[src/rtl/taxi_trip_ctrl.sv]
// Taxi trip controller: debounced trip/move keys drive an IDLE/RUN/WAIT/HOLD FSM
// that accumulates distance (gongli) and waiting (dengdai) counts from a 1 ms tick.
module taxi_trip_ctrl #(
  parameter int unsigned DEB_CYCLES  = 500000,
  parameter int unsigned TICK_CYCLES = 50000,
  parameter int unsigned DIST_MS     = 100,
  parameter int unsigned WAIT_MS     = 1000
) (
  input  logic        clk,
  input  logic        rst_n,
  input  logic        key_trip,
  input  logic        key_move,
  output logic [24:0] gongli,
  output logic [24:0] dengdai,
  output logic        trip_active,
  output logic        fare_freeze,
  output logic        dist_pulse,
  output logic        wait_pulse
);

  localparam int unsigned DEB_W  = $clog2(DEB_CYCLES + 1);
  localparam int unsigned TICK_W = $clog2(TICK_CYCLES + 1);
  localparam int unsigned DIST_W = $clog2(DIST_MS + 1);
  localparam int unsigned WAIT_W = $clog2(WAIT_MS + 1);
  localparam logic [24:0] CNT_MAX = '1;

  typedef enum logic [1:0] {S_IDLE, S_RUN, S_WAIT, S_HOLD} state_t;

  state_t             state, state_nx;
  logic [1:0]         key_p0, key_p1, key_deb;   // bit 0 = trip, bit 1 = move
  logic [DEB_W-1:0]   deb_cnt [2];
  logic               trip_deb_d;
  logic [1:0]         flush;
  logic               trip_armed;
  logic [TICK_W-1:0]  tick_cnt;
  logic               tick, trip_evt, move_deb;
  logic [DIST_W-1:0]  dist_acc;
  logic [WAIT_W-1:0]  wait_acc;

  function automatic logic [24:0] sat_inc(input logic [24:0] v);
    return (v == CNT_MAX) ? v : v + 25'd1;
  endfunction

  // Synchronizer and debounce stage
  always_ff @(posedge clk or negedge rst_n) begin
    if (!rst_n) begin
      key_p0     <= 2'b11;
      key_p1     <= 2'b11;
      key_deb    <= 2'b11;
      trip_deb_d <= 1'b1;
      deb_cnt[0] <= '0;
      deb_cnt[1] <= '0;
      flush      <= '0;
      trip_armed <= 1'b0;
    end else begin
      key_p0     <= {key_move, key_trip};
      key_p1     <= key_p0;
      trip_deb_d <= key_deb[0];
      flush      <= {flush[0], 1'b1};
      // A press held through reset must be released before it can start a trip.
      if (flush[1] && key_p1[0]) trip_armed <= 1'b1;
      for (int i = 0; i < 2; i++) begin
        if (key_p1[i] == key_deb[i]) begin
          deb_cnt[i] <= '0;
        end else if (deb_cnt[i] == DEB_W'(DEB_CYCLES - 1)) begin
          deb_cnt[i] <= '0;
          key_deb[i] <= key_p1[i];
        end else begin
          deb_cnt[i] <= deb_cnt[i] + DEB_W'(1);
        end
      end
    end
  end

  assign trip_evt = trip_armed & trip_deb_d & ~key_deb[0];
  assign move_deb = key_deb[1];
  assign tick     = (tick_cnt == TICK_W'(TICK_CYCLES - 1));

  always_ff @(posedge clk or negedge rst_n) begin
    if (!rst_n) tick_cnt <= '0;
    else        tick_cnt <= tick ? '0 : tick_cnt + TICK_W'(1);
  end

  always_comb begin
    state_nx = state;
    case (state)
      S_IDLE: if (trip_evt) state_nx = move_deb ? S_WAIT : S_RUN;
      S_RUN: begin
        if (trip_evt)      state_nx = S_HOLD;
        else if (move_deb) state_nx = S_WAIT;
      end
      S_WAIT: begin
        if (trip_evt)       state_nx = S_HOLD;
        else if (!move_deb) state_nx = S_RUN;
      end
      S_HOLD: if (trip_evt) state_nx = S_IDLE;
      default: state_nx = S_IDLE;
    endcase
  end

  // State, accumulator and output stage
  always_ff @(posedge clk or negedge rst_n) begin
    if (!rst_n) begin
      state       <= S_IDLE;
      dist_acc    <= '0;
      wait_acc    <= '0;
      gongli      <= '0;
      dengdai     <= '0;
      dist_pulse  <= 1'b0;
      wait_pulse  <= 1'b0;
      trip_active <= 1'b0;
      fare_freeze <= 1'b0;
    end else begin
      state       <= state_nx;
      trip_active <= (state_nx == S_RUN) || (state_nx == S_WAIT);
      fare_freeze <= (state_nx == S_HOLD);
      dist_pulse  <= 1'b0;
      wait_pulse  <= 1'b0;
      if (state_nx != state) begin
        dist_acc <= '0;
        wait_acc <= '0;
        if (state == S_HOLD) begin
          gongli  <= '0;
          dengdai <= '0;
        end
      end else if (tick && state == S_RUN) begin
        if (dist_acc == DIST_W'(DIST_MS - 1)) begin
          dist_acc   <= '0;
          gongli     <= sat_inc(gongli);
          dist_pulse <= (gongli != CNT_MAX);
        end else begin
          dist_acc <= dist_acc + DIST_W'(1);
        end
      end else if (tick && state == S_WAIT) begin
        if (wait_acc == WAIT_W'(WAIT_MS - 1)) begin
          wait_acc   <= '0;
          dengdai    <= sat_inc(dengdai);
          wait_pulse <= (dengdai != CNT_MAX);
        end else begin
          wait_acc <= wait_acc + WAIT_W'(1);
        end
      end
    end
  end

endmodule
[config.mk]
export PLATFORM = sky130hd
export DESIGN_NAME = taxi_trip_ctrl
export DESIGN_NICKNAME = d
export VERILOG_FILES = /design/src/rtl/taxi_trip_ctrl.sv
export SDC_FILE = /design/constraint.sdc
export NUM_CORES = 1
export LEC_CHECK = 0
export ABC_CLOCK_PERIOD_IN_PS = 3160
export BUFFER_PORTS_ARGS = -buffer_cell sky130_fd_sc_hd__buf_2
export CAP_MARGIN = 15
export CORE_ASPECT_RATIO = 0.6
export CORE_MARGIN = 10
export CORE_UTILIZATION = 35
export CTS_CLUSTER_SIZE = 24
export DETAILED_ROUTE_END_ITERATION = 16
export SLEW_MARGIN = 0
export SYNTH_ARGS = -nofsm -noshare
export SYNTH_HDL_FRONTEND = slang
export SYNTH_SLANG_ARGS = --single-unit
[constraint.sdc]
create_clock -name clk -period 3.16 [get_ports clk]
set_clock_uncertainty 0.2 [all_clocks]
set_input_delay 0.316 -clock clk [delete_from_list [all_inputs] [get_ports clk]]
set_output_delay 0.316 -clock clk [all_outputs]
set_load 0.02 [all_outputs]
# Word-level counts from Yosys, hierarchy flattened
# Cells that the tools add are included.
[classes]
add_sub_neg = 7
multipliers = 0
div = 0
order_cmp = 0
eq_ne = 22
shift = 0
n_mux = 37
bitwise_logic = 5
reduce_logical = 14
[ops]
columns = ["cell", "count"]
rows = [
  ["$mux 25", 10],
  ["$mux 19", 4],
  ["$add 25x1->25 const B", 2],
  ["$eq 25x25->1 const B", 2],
  ["$ne 25x25->1 const B", 2],
  ["$mux 10", 4],
  ["$add 19x1->19 const B", 2],
  ["$eq 19x19->1 const B", 2],
  ["$mux 7", 3],
  ["$add 16x1->16 const B", 1],
  ["$eq 16x16->1 const B", 1],
  ["$mux 16", 1],
  ["$mux 2", 7],
  ["$add 10x1->10 const B", 1],
  ["$eq 10x10->1 const B", 1],
  ["$eq 2x2->1 const B", 4],
  ["$pmux 2 s4", 1],
  ["$reduce_bool 2->1", 4],
  ["$add 7x1->7 const B", 1],
  ["$eq 7x7->1 const B", 1],
  ["$mux 1", 7],
  ["$ne 2x2->1 const B", 3],
  ["$reduce_and 2->1", 3],
  ["$reduce_and 5->1", 1],
  ["other kinds (10)", 17],
]
[totals]
reg_bits = 137
latchBits = 0
mem_bits_rw = 0
romBits = 0
inputBits = 4
elab_cells = 104
mem_count = 0

# Longest topological paths before layout
[logic_depth]
word_depth = 7
mapped_depth = 10
mapped_depth_nobuf = 6

# Worst setup path before layout
# Ideal clock, no wire load.
[synth_timing]
kind = "flip-flop to flip-flop"
from = "register gongli[0]"
to = "register gongli[13]"
setup_ps = 78
t_arrival_ps = 2134
t_required_ps = 2882
path_slack_ps = 748
path_stages_with_launch = 10
path_buffers = 3
synth_period_minus_slack_ps = 2412
path_cell_list = "dfrtp_1 ha_1 and2_1 nor4b_4 nor4bb_4 buf_6 buf_8 buf_6 o31ai_1 a21oi_1"
[synth_via]
elab_chain_cells = 5
[synth_lines]
columns = ["item", "line_no", "text"]
rows = [
  ["start: declaration", "13", "output logic [24:0] gongli,"],
  ["start signal: assignment", "129", "gongli <= sat_inc(gongli);"],
  ["$add 25x1->25", "41", "return (v == CNT_MAX) ? v : v + 25'd1;"],
  ["$mux 25", "41", ""],
  ["$mux 25", "127", "if (dist_acc == DIST_W'(DIST_MS - 1)) begin"],
  ["$mux 25", "126", "end else if (tick && state == S_RUN) begin"],
  ["$mux 25", "119", "if (state_nx != state) begin"],
]
# Several ways; a longest one is shown, not always the timed one. The select of a mux whose other input is x is not followed.
# A chain may end at the register's enable or synchronous reset.

# Final worst setup path
[layout_timing]
from = "register tick_cnt[0]"
to = "register gongli[15]"
[layout_via]
elab_chain_cells = 4
[layout_lines]
columns = ["item", "line_no", "text"]
rows = [
  ["start: declaration", "35", "logic [TICK_W-1:0] tick_cnt;"],
  ["start signal: assignment", "81", "else tick_cnt <= tick ? '0 : tick_cnt + TICK_W'(1);"],
  ["$eq 16x16->1", "77", "assign tick = (tick_cnt == TICK_W'(TICK_CYCLES - 1));"],
  ["$logic_and 1x1->1", "126", ""],
  ["$reduce_bool 2->1 (no line)", "--", ""],
  ["$reduce_and 4->1 (no line)", "--", ""],
]
# No other way between the ends.

==> implementation parameters <==
Parameter                              Value

Status
  Status    finished, final reports clean

Critical path
  Maximum fanout along the worst path    46
  Worst Setup End Kind    flip-flop
  Crit path from    tick_cnt[0]$_DFF_PN0_
  Worst-case register-to-register setup slack    about 0.25 ns
  Worst path required time    3.29 ns
  Critical Path AT    roughly 3 ns
  Critical path startpoint category    flip-flop
  Critical path type    flip-flop to flip-flop
  CP endpoint    gongli[15]$_DFFE_PN0P_
  Capture instance of the worst register-to-register path    gongli[15]$_DFFE_PN0P_
  Depth of the worst register-to-register path    6
  RR Startpoint    tick_cnt[0]$_DFF_PN0_

Layout
  Total of fill cells in the finished design    a little under 2000
  Final core utilization    about two fifths
  Synth-to-Final Area Change    15.9%
  N_diodes    0
  Proportion of layout cells with a drive suffix above 1    roughly 17%
  Nets@finish    approximately 800

Clock network
  Post CTS Setup Buffer Count    0
  Post-CTS Hold Fix Bufs    3
  CTS root buf    sky130_fd_sc_hd__clkbuf_16
  TritonCTS buffer count    17
  Worst-skew pair later-pin latency    0.42 ns
  Number of sinks handled by clock tree synthesis    137
  Clock transition at the register clock pins on the worst setup and hold paths after CTS    ~0.060 ns
  Clock tree from TritonCTS    built
  Number of resized instances in the post-cts repair step    0
  Worst-case clock buffer depth    2
  H-tree levels    4

Detailed routing
  Avg WL per Cell    approximately 15 um
  DRT antenna net count    0
  Number of optimization iterations in the first detailed-route pass    5
  Number of DRC violations after detailed-routing iteration 0    approximately 450
  Wire length after detailed routing    ~16000 um
  Routed via count divided by cell count    around 5.3
  Via count    between 5000 and 6000
  Post-detailed-route DRC marker count    0

Yosys
  Number of synthesized flops with an enable pin    0
  Top cell type's share of synthesized area    between 40 and 50%
  Nets in the synthesized netlist    roughly 740
  Gate count of the mapped netlist    between 700 and 800
  Yosys reg bits    between 100 and 150
  Most repeated cell in the gate-level netlist after synthesis    sky130_fd_sc_hd__dfrtp_1
  Fraction of the yosys area taken by sequential cells    about 48%
  Synth Flop Type    sky130_fd_sc_hd__dfrtp_1
  Yosys top cell by area    sky130_fd_sc_hd__dfrtp_1
  Share of async-settable or async-resettable flops after synthesis    100%
  Unique masters post-synth    between 60 and 70
  Post-synthesis area per instance    slightly below 10 um2
  Warnings, synthesis    0
  Ranking of synthesized cells by area    sky130_fd_sc_hd__dfrtp_1, sky130_fd_sc_hd__nor2_1, sky130_fd_sc_hd__xnor2_1
  Area of the mapped netlist    between 0.007 and 0.008 mm2
  Most common library cells after synthesis    sky130_fd_sc_hd__dfrtp_1, sky130_fd_sc_hd__nor2_1, sky130_fd_sc_hd__nand2_1

Min path
  HP Class    flip-flop to flip-flop

Global routing
  GRT overflow    0
  Number of antenna violations at the first check in global routing    0
  Wire length of the first global-routing pass    approximately 28000 um
  Total routing resource utilization after global routing    about an eighth
  Largest net degree at the start of global routing    66
  Via count of the first global-routing pass    5256

Placement
  Final weighted congestion in routability-driven placement    between 0.8 and 0.9
  Count of input and output buffers    57
  Post-placement worst setup slack    around 0.27 ns
  HPWL reported at the end of detailed placement    roughly 11000 um

Timing
  Count of final hold-check violations    0
  Maximum clock rate    0.344 GHz
  Period minus WS final    between 2 and 3 ns
  Final max-slew violation count    0
  Final hold slack    ~0.15 ns
  Total setup violations reported at the end of the flow    0
  Share of the clock period used by the worst path    approximately 92%
  Smallest setup slack after layout    0.250 ns
  Max-Slew Margin vs Limit    between 20% and 30%
  Sum of negative setup slack    0 ns
  Transition time of the tightest slew-check pin    1.11 ns
  Setup repair after global routing missed its margin    no

Power and ir drop
  VDD IR max    0.371 mV
  Total leakage power    3.53 nW
  Power Density    between 400 and 500 mW/mm2

Floorplanning
  Die height    ~130 um
  Placeable Area    approximately 0.020 mm2
  Top-level I/O count    58
  Die ar.    0.0268 mm2
  Initial cell density of the core    between 30% and 40%
  Placement row count    40
  Die Span X    ~200 um

Flow run
  Maxcap violations    0
[routing by layer]
metal  GRT usage, %  wire [um]  up-vias
li1               -          -     2780
met5              0          0        -
met3           2.95        807       12
met4           4.29        142        0
met1           19.7       9150     2763
met2           15.8       6310      124
[cells in the final DEF, fill, tap and decap left out, types with 4 or more instances in the layout]
master                       synthesis  layout
sky130_fd_sc_hd__and4_1              9       9
sky130_fd_sc_hd__buf_4               1      11
sky130_fd_sc_hd__and3_1             17      17
sky130_fd_sc_hd__nand3_1            52      52
sky130_fd_sc_hd__a21oi_1            33      33
sky130_fd_sc_hd__nor3_1             24      24
sky130_fd_sc_hd__nor2b_1             4       4
sky130_fd_sc_hd__or4_1              28      28
sky130_fd_sc_hd__o21ai_0            16      16
sky130_fd_sc_hd__mux2i_1            13      13
sky130_fd_sc_hd__nor4_1             17      17
sky130_fd_sc_hd__nand2_1            62      62
sky130_fd_sc_hd__buf_2               8      56
sky130_fd_sc_hd__o31ai_1            30      30
sky130_fd_sc_hd__inv_1              13      13
sky130_fd_sc_hd__ha_1                8       8
sky130_fd_sc_hd__or3_1              10      10
sky130_fd_sc_hd__nor2_1             75      75
sky130_fd_sc_hd__xor2_1             24      24
sky130_fd_sc_hd__clkinv_2            0       4
sky130_fd_sc_hd__nand2b_1           12      12
sky130_fd_sc_hd__dfstp_2             7       7
sky130_fd_sc_hd__nand4_1            20      20
sky130_fd_sc_hd__xnor2_1            31      31
sky130_fd_sc_hd__clkbuf_16           0      17
sky130_fd_sc_hd__clkinvlp_4          0       4
sky130_fd_sc_hd__dfrtp_1           130     130
sky130_fd_sc_hd__and2_1              5       5
[through the flow]
stage          cells  cell area (um2)  power (mW)
2_1_floorplan    729             7170        1.82
6_report        1072             8310        3.80
4_1_cts         1072             8310        3.85
3_3_place_gp    1037             7700        1.87
5_1_grt         1072             8310        3.94
3_5_place_dp    1037             7700        1.87
[cell type report]
cell class,count,area (um2),share of cell area (%)
clock buffer,20,447,5.38
clock inverter,12,128,1.54
inverter,13,48.8,0.587
multi-input combinational,545,3480,41.9
sequential,137,3440,41.4
tap,273,342,4.11
timing repair buffer,72,424,5.11
[worst min-delay path by stage]
stage | from | endpoint | cells past startpoint
2_1_floorplan | rst_n | deb_cnt[0]$_DFF_PN0_ | 0
6_report | flush[0]$_DFF_PN0_ | flush[1]$_DFF_PN0_ | 0
4_1_cts | key_p0[1]$_DFF_PN1_ | key_p1[1]$_DFF_PN1_ | 0
3_3_place_gp | rst_n | deb_cnt[8]$_DFF_PN0_ | 1
5_1_grt | key_p0[1]$_DFF_PN1_ | key_p1[1]$_DFF_PN1_ | 0
3_5_place_dp | rst_n | deb_cnt[8]$_DFF_PN0_ | 1
[cells by family after synthesis]
| family | Yosys count | share of synthesized area [%] |
|---|---|---|
| other | 1 | 0.0523 |
| xor gates and xnor gates | 55 | 6.72 |
| buffers and inverters | 47 | 3.46 |
| muxes | 16 | 2.29 |
| AOI/OAI and AO/OA | 100 | 9.18 |
| and+or+nand+nor | 364 | 28.8 |
| adders and majority gates | 9 | 1.54 |
| DFF | 137 | 48.0 |
[flip-flops by register name, indices dropped and copies added (netlist names), 2 cells and up]
signal	flops
tick_cnt	16
dist_acc	7
key_p0	2
state	2
wait_acc	10
gongli	25
key_p1	2
deb_cnt	38
key_deb	2
dengdai	25
flush	2
[worst max-delay path: stages (launching register included)]
cell and delay (ns):
sky130_fd_sc_hd__dfrtp_1 0.37, sky130_fd_sc_hd__ha_1 0.18, sky130_fd_sc_hd__and3_1 0.26, sky130_fd_sc_hd__and4_1 0.48
sky130_fd_sc_hd__a31oi_4 0.49, sky130_fd_sc_hd__or4_1 0.66, sky130_fd_sc_hd__a21oi_1 0.16
[report_power, final]
| part | switching (mW) | internal [mW] | leakage, nW |
|---|---|---|---|
| clock network | 0.777 | 1.18 | 0.272 |
| logic | 0.0490 | 0.0156 | 1.40 |
| registers | 0.00832 | 1.77 | 1.86 |
(Power assumes the default switching activity.)
